## src/rtl/hpi_pkg.sv

```systemverilog
// Shared types and constants for the CY7C67200 HPI burst engine.
// Build option: HPI_KEYCODE_SNOOP_EN enables keycode snooping in hpi_xfer_engine.
package hpi_pkg;

   typedef enum logic [3:0] {
      IDLE,
      A_SETUP,
      A_STROBE,
      A_HOLD,
      D_WAIT,
      D_SETUP,
      D_STROBE,
      D_HOLD,
      RD_STALL
   } hpi_state_e;

   localparam logic [1:0] HPI_DATA    = 2'd0;
   localparam logic [1:0] HPI_MAILBOX = 2'd1;
   localparam logic [1:0] HPI_ADDRESS = 2'd2;
   localparam logic [1:0] HPI_STATUS  = 2'd3;

   // Phase lengths are limited to 2**PHASE_CNT_W cycles.
   localparam int PHASE_CNT_W = 8;

   function automatic logic is_addr_phase(input hpi_state_e s);
      return (s == A_SETUP) || (s == A_STROBE) || (s == A_HOLD);
   endfunction

   function automatic logic is_data_phase(input hpi_state_e s);
      return (s == D_SETUP) || (s == D_STROBE) || (s == D_HOLD);
   endfunction

endpackage

```

## src/rtl/hpi_phase_timer.sv

```systemverilog
// Loadable down-counter that times the setup/strobe/hold phases of an HPI access.
// Loading N-1 on phase entry makes o_phase_done rise on the phase's last cycle.
module hpi_phase_timer
   import hpi_pkg::*;
(
   input  logic                   i_clk,
   input  logic                   i_rst_n,
   input  logic                   i_load,
   input  logic [PHASE_CNT_W-1:0] i_load_val,
   output logic                   o_phase_done
);

   logic [PHASE_CNT_W-1:0] r_count;

   always_ff @(posedge i_clk or negedge i_rst_n) begin
      if (!i_rst_n) begin
         r_count <= '0;
      end else if (i_load) begin
         r_count <= i_load_val;
      end else if (r_count != '0) begin
         r_count <= r_count - PHASE_CNT_W'(1);
      end
   end

   assign o_phase_done = (r_count == '0);

endmodule

```

## src/rtl/hpi_xfer_engine.sv

```systemverilog
// Autonomous CY7C67200 HPI burst sequencer: one ADDRESS write, then N DATA accesses.
// Build option: HPI_KEYCODE_SNOOP_EN captures the keycode byte from reads of KEYCODE_ADDR.
module hpi_xfer_engine
   import hpi_pkg::*;
#(
   parameter int DATA_W     = 16,
   parameter int LEN_W      = 8,
   parameter int SETUP_CYC  = 2,
   parameter int STROBE_CYC = 4,
   parameter int HOLD_CYC   = 2
`ifdef HPI_KEYCODE_SNOOP_EN
   ,
   parameter logic [15:0] KEYCODE_ADDR = 16'h051C
`endif
)(
   input  logic              clk_clk,
   input  logic              reset_reset_n,
   input  logic              cmd_valid,
   output logic              cmd_ready,
   input  logic              cmd_write,
   input  logic [15:0]       cmd_addr,
   input  logic [LEN_W-1:0]  cmd_len,
   input  logic              wr_valid,
   output logic              wr_ready,
   input  logic [DATA_W-1:0] wr_data,
   output logic              rd_valid,
   input  logic              rd_ready,
   output logic [DATA_W-1:0] rd_data,
   output logic              busy,
   output logic [1:0]        hpi_addr,
   output logic              hpi_cs_n,
   output logic              hpi_r_n,
   output logic              hpi_w_n,
   output logic [DATA_W-1:0] hpi_data_out,
   output logic              hpi_data_oe,
   input  logic [DATA_W-1:0] hpi_data_in,
   output logic [7:0]        keycode
);

   hpi_state_e             r_state;
   hpi_state_e             w_next;
   logic                   r_write;
   logic [LEN_W-1:0]       r_remaining;
   logic                   r_rd_valid;
   logic [DATA_W-1:0]      r_rd_data;
   logic                   r_cs_n;
   logic                   r_r_n;
   logic                   r_w_n;
   logic [1:0]             r_addr_sel;
   logic                   r_oe;
   logic [DATA_W-1:0]      r_data_out;
   logic                   w_load;
   logic [PHASE_CNT_W-1:0] w_load_val;
   logic                   w_phase_done;
   logic                   w_accept;
   logic                   w_wr_take;
   logic                   w_capture;

   hpi_phase_timer u_timer (
      .i_clk        (clk_clk),
      .i_rst_n      (reset_reset_n),
      .i_load       (w_load),
      .i_load_val   (w_load_val),
      .o_phase_done (w_phase_done)
   );

   assign w_accept  = (r_state == IDLE) && cmd_valid;
   assign w_wr_take = (r_state == D_WAIT) && r_write && wr_valid;
   assign w_capture = (r_state == D_STROBE) && !r_write && w_phase_done;

   always_comb begin
      w_next = r_state;
      case (r_state)
         IDLE:     if (cmd_valid) w_next = A_SETUP;
         A_SETUP:  if (w_phase_done) w_next = A_STROBE;
         A_STROBE: if (w_phase_done) w_next = A_HOLD;
         A_HOLD:   if (w_phase_done) w_next = (r_remaining == '0) ? IDLE : D_WAIT;
         D_WAIT:   if (!r_write || wr_valid) w_next = D_SETUP;
         D_SETUP:  if (w_phase_done) w_next = D_STROBE;
         D_STROBE: if (w_phase_done) w_next = D_HOLD;
         D_HOLD: begin
            if (w_phase_done) begin
               if (!r_write) w_next = RD_STALL;
               else          w_next = (r_remaining == LEN_W'(1)) ? IDLE : D_WAIT;
            end
         end
         RD_STALL: if (rd_ready) w_next = (r_remaining == '0) ? IDLE : D_WAIT;
         default:  w_next = IDLE;
      endcase
   end

   // Reload the phase timer only when entering a timed phase.
   always_comb begin
      w_load     = 1'b0;
      w_load_val = '0;
      case (w_next)
         A_SETUP, D_SETUP: begin
            w_load     = (w_next != r_state);
            w_load_val = PHASE_CNT_W'(SETUP_CYC - 1);
         end
         A_STROBE, D_STROBE: begin
            w_load     = (w_next != r_state);
            w_load_val = PHASE_CNT_W'(STROBE_CYC - 1);
         end
         A_HOLD, D_HOLD: begin
            w_load     = (w_next != r_state);
            w_load_val = PHASE_CNT_W'(HOLD_CYC - 1);
         end
         default: begin
            w_load     = 1'b0;
            w_load_val = '0;
         end
      endcase
   end

   // Pin controls are registered from the next state so the HPI pins never glitch.
   always_ff @(posedge clk_clk or negedge reset_reset_n) begin
      if (!reset_reset_n) begin
         r_state     <= IDLE;
         r_write     <= 1'b0;
         r_remaining <= '0;
         r_rd_valid  <= 1'b0;
         r_rd_data   <= '0;
         r_cs_n      <= 1'b1;
         r_r_n       <= 1'b1;
         r_w_n       <= 1'b1;
         r_addr_sel  <= HPI_DATA;
         r_oe        <= 1'b0;
         r_data_out  <= '0;
      end else begin
         r_state    <= w_next;
         r_cs_n     <= !(is_addr_phase(w_next) || is_data_phase(w_next));
         r_w_n      <= !((w_next == A_STROBE) || ((w_next == D_STROBE) && r_write));
         r_r_n      <= !((w_next == D_STROBE) && !r_write);
         r_addr_sel <= is_addr_phase(w_next) ? HPI_ADDRESS : HPI_DATA;
         r_oe       <= is_addr_phase(w_next) || (is_data_phase(w_next) && r_write);
         if (w_accept) begin
            r_write     <= cmd_write;
            r_remaining <= cmd_len;
            r_data_out  <= DATA_W'(cmd_addr);
         end
         if (w_wr_take) begin
            r_data_out <= wr_data;
         end
         if (w_capture) begin
            r_rd_data <= hpi_data_in;
         end
         if ((r_state == D_HOLD) && w_phase_done) begin
            r_remaining <= r_remaining - LEN_W'(1);
            if (!r_write) r_rd_valid <= 1'b1;
         end
         if ((r_state == RD_STALL) && rd_ready) begin
            r_rd_valid <= 1'b0;
         end
      end
   end

`ifdef HPI_KEYCODE_SNOOP_EN
   logic       r_snoop_pending;
   logic [7:0] r_keycode;

   // Only the first word of a read burst starting at KEYCODE_ADDR carries the keycode.
   always_ff @(posedge clk_clk or negedge reset_reset_n) begin
      if (!reset_reset_n) begin
         r_snoop_pending <= 1'b0;
         r_keycode       <= 8'h00;
      end else begin
         if (w_accept) begin
            r_snoop_pending <= !cmd_write && (cmd_addr == KEYCODE_ADDR);
         end else if (w_capture) begin
            r_snoop_pending <= 1'b0;
         end
         if (w_capture && r_snoop_pending) begin
            r_keycode <= hpi_data_in[7:0];
         end
      end
   end

   assign keycode = r_keycode;
`else
   assign keycode = 8'h00;
`endif

   assign cmd_ready    = (r_state == IDLE);
   assign busy         = (r_state != IDLE);
   assign wr_ready     = w_wr_take;
   assign rd_valid     = r_rd_valid;
   assign rd_data      = r_rd_data;
   assign hpi_addr     = r_addr_sel;
   assign hpi_cs_n     = r_cs_n;
   assign hpi_r_n      = r_r_n;
   assign hpi_w_n      = r_w_n;
   assign hpi_data_out = r_data_out;
   assign hpi_data_oe  = r_oe;

endmodule
```

## config.mk

```make
export PLATFORM = sky130hd
export DESIGN_NAME = hpi_xfer_engine
export DESIGN_NICKNAME = d
export VERILOG_FILES = /design/src/rtl/hpi_pkg.sv /design/src/rtl/hpi_phase_timer.sv /design/src/rtl/hpi_xfer_engine.sv
export SDC_FILE = /design/constraint.sdc
export NUM_CORES = 1
export LEC_CHECK = 0
export ABC_CLOCK_PERIOD_IN_PS = 3300
export BUFFER_PORTS_ARGS = -buffer_cell sky130_fd_sc_hd__buf_2
export CORE_MARGIN = 2
export CORE_UTILIZATION = 39
export CTS_CLUSTER_SIZE = 12
export DETAILED_ROUTE_END_ITERATION = 8
export PLACE_DENSITY = 0.75
export SYNTH_ARGS = -nofsm -noshare
export SYNTH_HDL_FRONTEND = slang
export SYNTH_HIERARCHICAL = 1
export SYNTH_SLANG_ARGS = --single-unit
```

## constraint.sdc

```tcl
create_clock -name clk_clk -period 3.3 [get_ports clk_clk]
set_input_delay 0.33 -clock clk_clk [delete_from_list [all_inputs] [get_ports clk_clk]]
set_output_delay 0.33 -clock clk_clk [all_outputs]
set_load 0.005 [all_outputs]
```

Word-level counts from Yosys, hierarchy flattened
Index checks and enable logic that the tools add are counted.
{"block": "word_totals", "reg_bits": 60, "in_bits": 62, "out_inout_bits": 50, "word_cells": 91}
{"block": "op_classes", "add_sub_neg": 2, "eq_ne": 17, "muxes": 25, "reduce_logical": 35}
{"operator": "4-bit two-way mux", "n": 10}
{"operator": "4-bit case mux with 9 select lines", "n": 1}
{"operator": "16-bit two-way mux", "n": 2}
{"operator": "8-bit two-way mux", "n": 4}
{"operator": "4-bit by 3-bit == test with 1-bit output (second input constant)", "n": 7}
{"operator": "4-bit by 2-bit == test with 1-bit output (second input constant)", "n": 4}
{"operator": "8-bit zero test", "n": 2}
{"operator": "8-bit by 1-bit subtractor with 8-bit output (second input constant)", "n": 2}
{"operator": "1-bit logical AND", "n": 10}
{"operator": "4-bit by 1-bit == test with 1-bit output (second input constant)", "n": 2}
{"operator": "8-bit by 1-bit == test with 1-bit output (second input constant)", "n": 1}
{"operator": "1-bit logical OR", "n": 8}
{"operator": "2-bit nonzero test", "n": 4}
{"operator": "8-bit nonzero test", "n": 1}
{"operator": "3-bit two-way mux", "n": 2}
{"operator": "6-bit OR reduction", "n": 1}
{"operator": "4-bit == test (second input constant)", "n": 1}
{"operator": "1-bit zero test", "n": 4}
{"operator": "4-bit zero test", "n": 1}
{"operator": "1-bit two-way mux", "n": 4}
{"operator": "4-bit != test", "n": 1}
{"operator": "2-bit case mux with 2 select lines", "n": 1}
{"operator": "4-bit nonzero test", "n": 1}
{"operator": "4-bit OR reduction", "n": 1}
{"operator": "other kinds (4)", "n": 4}

Longest topological paths before layout
Gate-level depths: netlist of the first run.
{"block": "depth", "ltp_word": 10, "depth_mapped": 11, "depth_no_buf": 10}

Cells and area by module
The synthesis of the first run kept the hierarchy.
{"mod": "hpi_xfer_engine", "instances": 1, "cells_per_inst": 235, "area_per_inst_um2": 2511.2, "seq_area_each_um2": 1280.0}
{"mod": "hpi_phase_timer", "instances": 1, "cells_per_inst": 54, "area_per_inst_um2": 476.7, "seq_area_each_um2": 200.2}

Worst setup path after synthesis of the first run
No wires, ideal clock.
{"block": "synth_timing", "path_kind": "register to register", "from": "reg u_timer.r_count[0]", "to": "reg r_rd_data[0] (netlist: rd_data[0])", "setup_ns": 0.125, "arrival_time_ns": 2.712, "required_time_ns": 3.175, "slack_ns": 0.464, "path_stages_with_launch": 11, "path_buffers": 2, "synth_period_minus_slack_ns": 2.836, "path_cell_list": "dfrtp_1 -> inv_1 -> ha_1 -> or3b_1 -> clkbuf_2 -> nor2_1 -> nand3b_1 -> or3b_1 -> nor2_4 -> buf_6 -> mux2_2"}
{"block": "synth_via", "elab_chain_len": 2}
{"item": "from (decl)", "line": "hpi_phase_timer.sv:13", "rtl": "logic [PHASE_CNT_W-1:0] r_count;"}
{"item": "from (signal assigned)", "line": "hpi_phase_timer.sv:19", "rtl": "r_count <= i_load_val;"}
{"item": "from (signal assigned)", "line": "hpi_phase_timer.sv:21", "rtl": "r_count <= r_count - PHASE_CNT_W'(1);"}
{"item": "8-bit zero test", "line": "hpi_phase_timer.sv:25", "rtl": "assign o_phase_done = (r_count == '0);"}
{"item": "via w_phase_done", "line": "hpi_xfer_engine.sv:54", "rtl": "logic w_phase_done;"}
{"item": "1-bit logical AND", "line": "hpi_xfer_engine.sv:69", "rtl": "assign w_capture = (r_state == D_STROBE) && !r_write && w_phase_done;"}
{"item": "to (signal assigned)", "line": "hpi_xfer_engine.sv:146", "rtl": "r_rd_data <= hpi_data_in;"}
{"item": "to (decl)", "line": "hpi_xfer_engine.sv:45", "rtl": "logic [DATA_W-1:0] r_rd_data;"}
The timed path passes the listed nets, and every way through them passes these cells.
A chain may end at the register's enable or synchronous reset.

Final worst setup path of the first run
{"block": "layout_timing", "from": "reg u_timer.r_count[0]", "to": "reg r_rd_data[4] (netlist: rd_data[4])"}
The elaborated chain is that of the path after synthesis.

==> metrics.txt, run 1 <==
outcome=completed; CP bufs+invs=1; Total GRT Usage=17.8%; Setup violations, final=0; Syn Inst Count=289; antenna viol nets, final=0; Final Hold Fails=0; Remaining Overflow, GRT=0; Die Width=91.5 um; met1 usage=22.6%; VDD IR max=0.406 mV; Post-Layout Cell Count=502; crit-path cells=inv_1, ha_1, or3b_1, nor2_1, nand3b_1, or3b_1, nor2_4, mux2_2; Yosys cell types=63; CP max stage cell=or3b_1; r2r endpoint=rd_data[4]$_DFFE_PN0P_; vias per inst=5.11; post-CTS sizing=0; RSZ-0062 raised after global routing=no; clock skew=0.00682 ns; Max Root-Sink Buffers=2; TritonCTS clock tree=built; Syn Std Cell Area=2990 um^2; worst-path fanout max=16; count leader, synth=dfrtp_1; sequential share of the synthesized area=49.5%; DRC=0; drt first-iter violations=164; Main synth FF type=dfrtp_1; top cells by area, synth=dfrtp_1 (47%), mux2_2 (6.4%), a22oi_1 (4.3%); Die Area=8380 um^2; first-pass GRT wire length=11.7 mm; max incr delay on CP=0.47 ns; Worst-Margin Slew=0.788 ns; Register Area=1480 um^2; row cnt=31; diodes inserted=0; post-synth top area share=46.9%; yosys warns=6; multi-input logic area=1360 um^2; Slew Limit Fails=0; most frequent CP cell=or3b_1; FF-to-FF path depth=8; TritonCTS Buffers=9; top cells by count, synth=dfrtp_1 (56), nand2_1 (30), nand3_1 (21); layer with the highest usage=met2; setup TNS=0 ns; Die Ht=91.5 um; TritonRoute pass-1 iters=4; RD Place Congestion=0.842; Setup Fix Bufs, Post-CTS=0; Pleak=1.86 nW; R2R Path Start=u_timer/r_count[0]$_DFFE_PN0P_; Filler cells=686; root buffer cell=clkbuf_8; MaxCap Viol Count=0; grt met2 use=28.6%; Tcrit/Tclk final=85.5%; vias=2563; area grow syn2layout=25.3%; CTS HTree Levels=3; asr flop ratio synth=100%; Yosys top cell by area=dfrtp_1; relative max-transition margin=47.5%; min Tclk post-route=2.82 ns; largest net degree at the start of global routing=36; element type at the critical path end=register; Initial Utilization=40.8%; CP startpoint kind=register; clk slew on worst S/H paths=0.07 ns; crit path kind=reg2reg; critical path's top delay family=simple AND/OR/NAND/NOR gates; Post-CTS Hold Buffers=0; clock latency on the worst-skew pair=0.34 ns; PwrDens=665 nW/um^2; dpl cells=486; Avg Cell Area, Syn=10.3 um^2; vias in the first global route=2440; core area=7330 um^2; GRT met3 Usage=5.98%; DR WL/cell=14.2 um; Synth Register Bits=59; dpl cell area=3550 um^2; fin area=3740 um^2; I/O Pins=112; fraction of layout cells with a size suffix above 1=37.5%; CP required=3.52 ns; final WL=7.11 mm; EDFF count, synth=0; CTS sink count=59; dpl hpwl=5.19 mm; Min-Delay Path Class=in2async; fin nets=464; FMAX=0.355 GHz; R2R Setup Slk=0.48 ns; initial antenna violation count=0; Worst EP arrival=3.04 ns; final core occ=51.1%; port bufs=102
## worst max path at each step
stage                                              start                      to  slack [ns]  depth (start not counted)
after global placement    u_timer/r_count[0]$_DFFE_PN0P_  rd_data[0]$_DFFE_PN0P_        0.56                          8
after floorplan           u_timer/r_count[0]$_DFFE_PN0P_  rd_data[0]$_DFFE_PN0P_        0.46                         10
after detailed placement  u_timer/r_count[0]$_DFFE_PN0P_  rd_data[5]$_DFFE_PN0P_        0.49                          8
final                     u_timer/r_count[0]$_DFFE_PN0P_  rd_data[4]$_DFFE_PN0P_        0.48                          8
after CTS                 u_timer/r_count[0]$_DFFE_PN0P_  rd_data[4]$_DFFE_PN0P_        0.47                          8
after global routing      u_timer/r_count[0]$_DFFE_PN0P_  rd_data[5]$_DFFE_PN0P_        0.27                          8
## through the flow
step | hold WS, ns | setup WS, ns | power, mW
final | 0.0679 | 0.480 | 2.49
after global routing | 0.124 | 0.268 | 2.68
after CTS | 0.0933 | 0.466 | 2.51
after detailed placement | 0.466 | 0.489 | 1.86
after global placement | 0.444 | 0.562 | 1.83
after floorplan | 0.0344 | 0.464 | 1.59
## logic make-up after synthesis
kind of cell               share of synthesized area [%]
muxes                                               6.41
DFF                                                 49.5
and+or+nand+nor                                     18.0
buffers and inverters                               6.83
AOI/OAI and AO/OA                                   16.8
xor gates and xnor gates                           0.586
other                                              0.126
adders and majority gates                           1.68
## flip-flops by register name, summed over array words and instances, names as in the netlist
name,cells
hpi_data_out,16
rd_data,16
r_remaining,8
u_timer/r_count,8
r_state,4
hpi_addr,1
hpi_cs_n,1
hpi_data_oe,1
hpi_r_n,1
hpi_w_n,1
r_write,1
rd_valid,1
## cells in the final DEF, fill, tap and decap left out, types with 7 or more instances in the layout
cell type | synthesis | routed
mux2_2 | 17 | 17
nor2_1 | 18 | 18
conb_1 | 1 | 15
a22oi_1 | 17 | 17
clkbuf_8 | 0 | 9
inv_1 | 10 | 10
nand3_1 | 21 | 21
buf_2 | 4 | 102
a21oi_1 | 7 | 7
dfrtp_1 | 56 | 56
nand2_1 | 30 | 30
## worst register-to-register path: stages, from the launching register on
cell and delay [ns]:
dfrtp_1 0.41, inv_1 0.09, ha_1 0.21, or3b_1 0.47, nor2_1 0.18, nand3b_1 0.11, or3b_1 0.45, nor2_4 0.38
mux2_2 0.39
## power by group
group / switching [mW] / internal (mW) / total (mW) / leakage [nW]
Clock: 0.294 / 0.345 / 0.639 / 0.0950
Combinational: 0.359 / 0.340 / 0.700 / 1.02
Sequential: 0.207 / 0.945 / 1.15 / 0.741
## layer usage
layer	routed length (um)	vias up	share of wire, %
li1	-	1255	-
met2	3360	85	47
met1	3190	1214	45
met4	90	0	1.3
met5	0	-	0
met3	469	9	6.6
## cell type report
class                   count  share of cell area (%)
multi-input cells         210                    36.2
clock buffers               9                    3.31
flip-flops and latches     59                    39.5
clock inverters             7                    1.84
repair buffers            106                    14.4
well taps                  99                    3.31
inverters                  12                    1.34
Note: power is estimated with default switching activity, not from simulation.
==> run 2, diff against run 1 <==
REMOVE_ABC_BUFFERS = 1   (was not set)
==> run 2 against run 1 <==
Via count up 1.0%. Utilization grew 0.22 points. Power rose by 2.3%. Critical path depth is the same. Hold slack improved by 0.12 ns. Non-clock buffer count unchanged. Cell area up 0.43%. Flip-flop and latch count unchanged. Register-to-register slack worse by 0.08 ns. Routed wire length is essentially flat.
==> metrics.txt, run 2 (same netlist as run 1, synthesis figures left out) <==
I/O Pins=112 (unchanged); Max Root-Sink Buffers=2 (unchanged); TritonCTS Buffers=9 (unchanged); CP required=3.51 ns (was 3.52 ns); initial antenna violation count=0 (unchanged); vias=2589 (was 2563); DRC=0 (unchanged); most frequent cells in the layout=buf_2 (102), dfrtp_1 (56), nand2_1 (30), nand3_1 (21), nor2_1 (18) (unchanged); first-pass GRT wire length=12.1 mm (was 11.7 mm); Total GRT Usage=17.8% (about the same); fin nets=464 (unchanged); element type at the critical path end=register (unchanged); clock latency on the worst-skew pair=0.33 ns (was 0.34 ns); TritonRoute pass-1 iters=4 (unchanged); diodes inserted=0 (unchanged); Register Area=1480 um^2 (unchanged); vias in the first global route=2524 (was 2440); CTS sink count=59 (unchanged); clk slew on worst S/H paths=0.07 ns (about the same); area grow syn2layout=25.8% (was 25.3%); Min-Delay Path Class=in2async (unchanged); GRT met3 Usage=5.31% (was 5.98%); final core occ=51.3% (was 51.1%); worst-path fanout max=16 (unchanged); Pleak=1.87 nW (was 1.86 nW); row cnt=31 (unchanged); setup TNS=0 ns (unchanged); port bufs=102 (unchanged); CTS HTree Levels=3 (unchanged); Initial Utilization=40.8% (unchanged); relative max-transition margin=30.5% (was 47.5%); Final Hold Fails=0 (unchanged); FMAX=0.345 GHz (was 0.355 GHz); Post-CTS Hold Buffers=0 (unchanged); max incr delay on CP=0.49 ns (was 0.47 ns); DP Worst Slack=0.421 ns (was 0.489 ns); root buffer cell=clkbuf_8 (unchanged); RSZ-0062 raised after global routing=no (unchanged); drt first-iter violations=175 (was 164); post-CTS sizing=0 (unchanged); MaxCap Viol Count=0 (unchanged); core area=7330 um^2 (unchanged); Final Power=2.55 mW (was 2.49 mW); Worst EP arrival=3.11 ns (was 3.04 ns); CP max stage cell=or3b_1 (unchanged); largest net degree at the start of global routing=48 (was 36); Die Area=8380 um^2 (unchanged); crit path kind=reg2reg (unchanged); Tcrit/Tclk final=87.9% (was 85.5%); clock skew=0.00745 ns (was 0.00682 ns); Setup violations, final=0 (unchanged); most frequent CP cell=or3b_1 (unchanged); CP startpoint kind=register (unchanged); Worst-Margin Slew=1.04 ns (was 0.788 ns); Die Width=91.5 um (unchanged); RD Place Congestion=0.835 (was 0.842); fraction of layout cells with a size suffix above 1=37.0% (was 37.5%); DR WL/cell=14.2 um (about the same); Filler cells=720 (was 686); Setup Fix Bufs, Post-CTS=0 (unchanged); Remaining Overflow, GRT=0 (unchanged); met1 usage=23.5% (was 22.6%); final WL=7.12 mm (was 7.11 mm); Fin Hold WS=0.191 ns (was 0.0679 ns); vias per inst=5.16 (was 5.11); TritonCTS clock tree=built (unchanged); antenna viol nets, final=0 (unchanged); Die Ht=91.5 um (unchanged); multi-input logic area=1360 um^2 (unchanged); commonest non-fill, non-tap cell in the layout=buf_2 (unchanged); VDD IR max=0.321 mV (was 0.406 mV); crit-path cells=inv_1, ha_1, or3b_1, nor2_1, nand3b_1, or3b_1, nor2_4, mux2_2 (unchanged); Setup WS post-layout=0.399 ns (was 0.480 ns); grt met2 use=28.0% (was 28.6%); min Tclk post-route=2.90 ns (was 2.82 ns); dpl hpwl=5.24 mm (was 5.19 mm); Slew Limit Fails=0 (unchanged); outcome=completed (unchanged); layer with the highest usage=met2 (unchanged); PwrDens=678 nW/um^2 (was 665 nW/um^2)
## run 2: path summary, 6_finish.rpt
path                                                end  slack [ns]  cells after the start                      startpoint
setup / recovery                rd_data[15]$_DFFE_PN0P_        0.40                      8  u_timer/r_count[0]$_DFFE_PN0P_
hold / removal               r_remaining[3]$_DFFE_PN0P_        0.19                      1                   reset_reset_n
setup reg to reg                rd_data[15]$_DFFE_PN0P_        0.40                      8  u_timer/r_count[0]$_DFFE_PN0P_
hold reg to reg            hpi_data_out[15]$_DFFE_PN0P_        0.49                      2    hpi_data_out[15]$_DFFE_PN0P_
max in group asynchronous   hpi_data_out[1]$_DFFE_PN0P_        2.34                      2                   reset_reset_n
min in group clk_clk                r_write$_DFFE_PN0P_        0.22                      3                       cmd_write
## run 2: worst max-delay path, delay by kind of cell, from the launching register on
kind,cells,cell delay (ns)
simple gates,5,1.63
flops,1,0.41
mux,1,0.40
fa+ha+maj,1,0.23
buf+inv,1,0.10
## run 2: layer usage
layer,wire (um),share of wire (%)
met1,3200,45
met2,3340,47
met3,494,6.9
met4,82,1.2
met5,0,0
## run 2: metrics by stage
step	std cells	instance area (um^2)
floorplan	281	2890
global placement	486	3550
detailed placement	486	3550
CTS	502	3760
global route	502	3760
finish	502	3760
## run 2: where the power goes
group	switching [mW]	leakage [nW]	total (mW)	internal, mW
Combinational	0.354	1.02	0.694	0.340
Clock	0.275	0.103	0.699	0.423
Sequential	0.211	0.741	1.16	0.945
## run 2: layout make-up
class	instances	share of cell area, %
Clock inverter	5	2.06
Multi-Input combinational cell	210	36.1
Tap cell	99	3.29
Clock buffer	11	3.49
Inverter	12	1.33
Timing Repair Buffer	106	14.4
Sequential cell	59	39.4
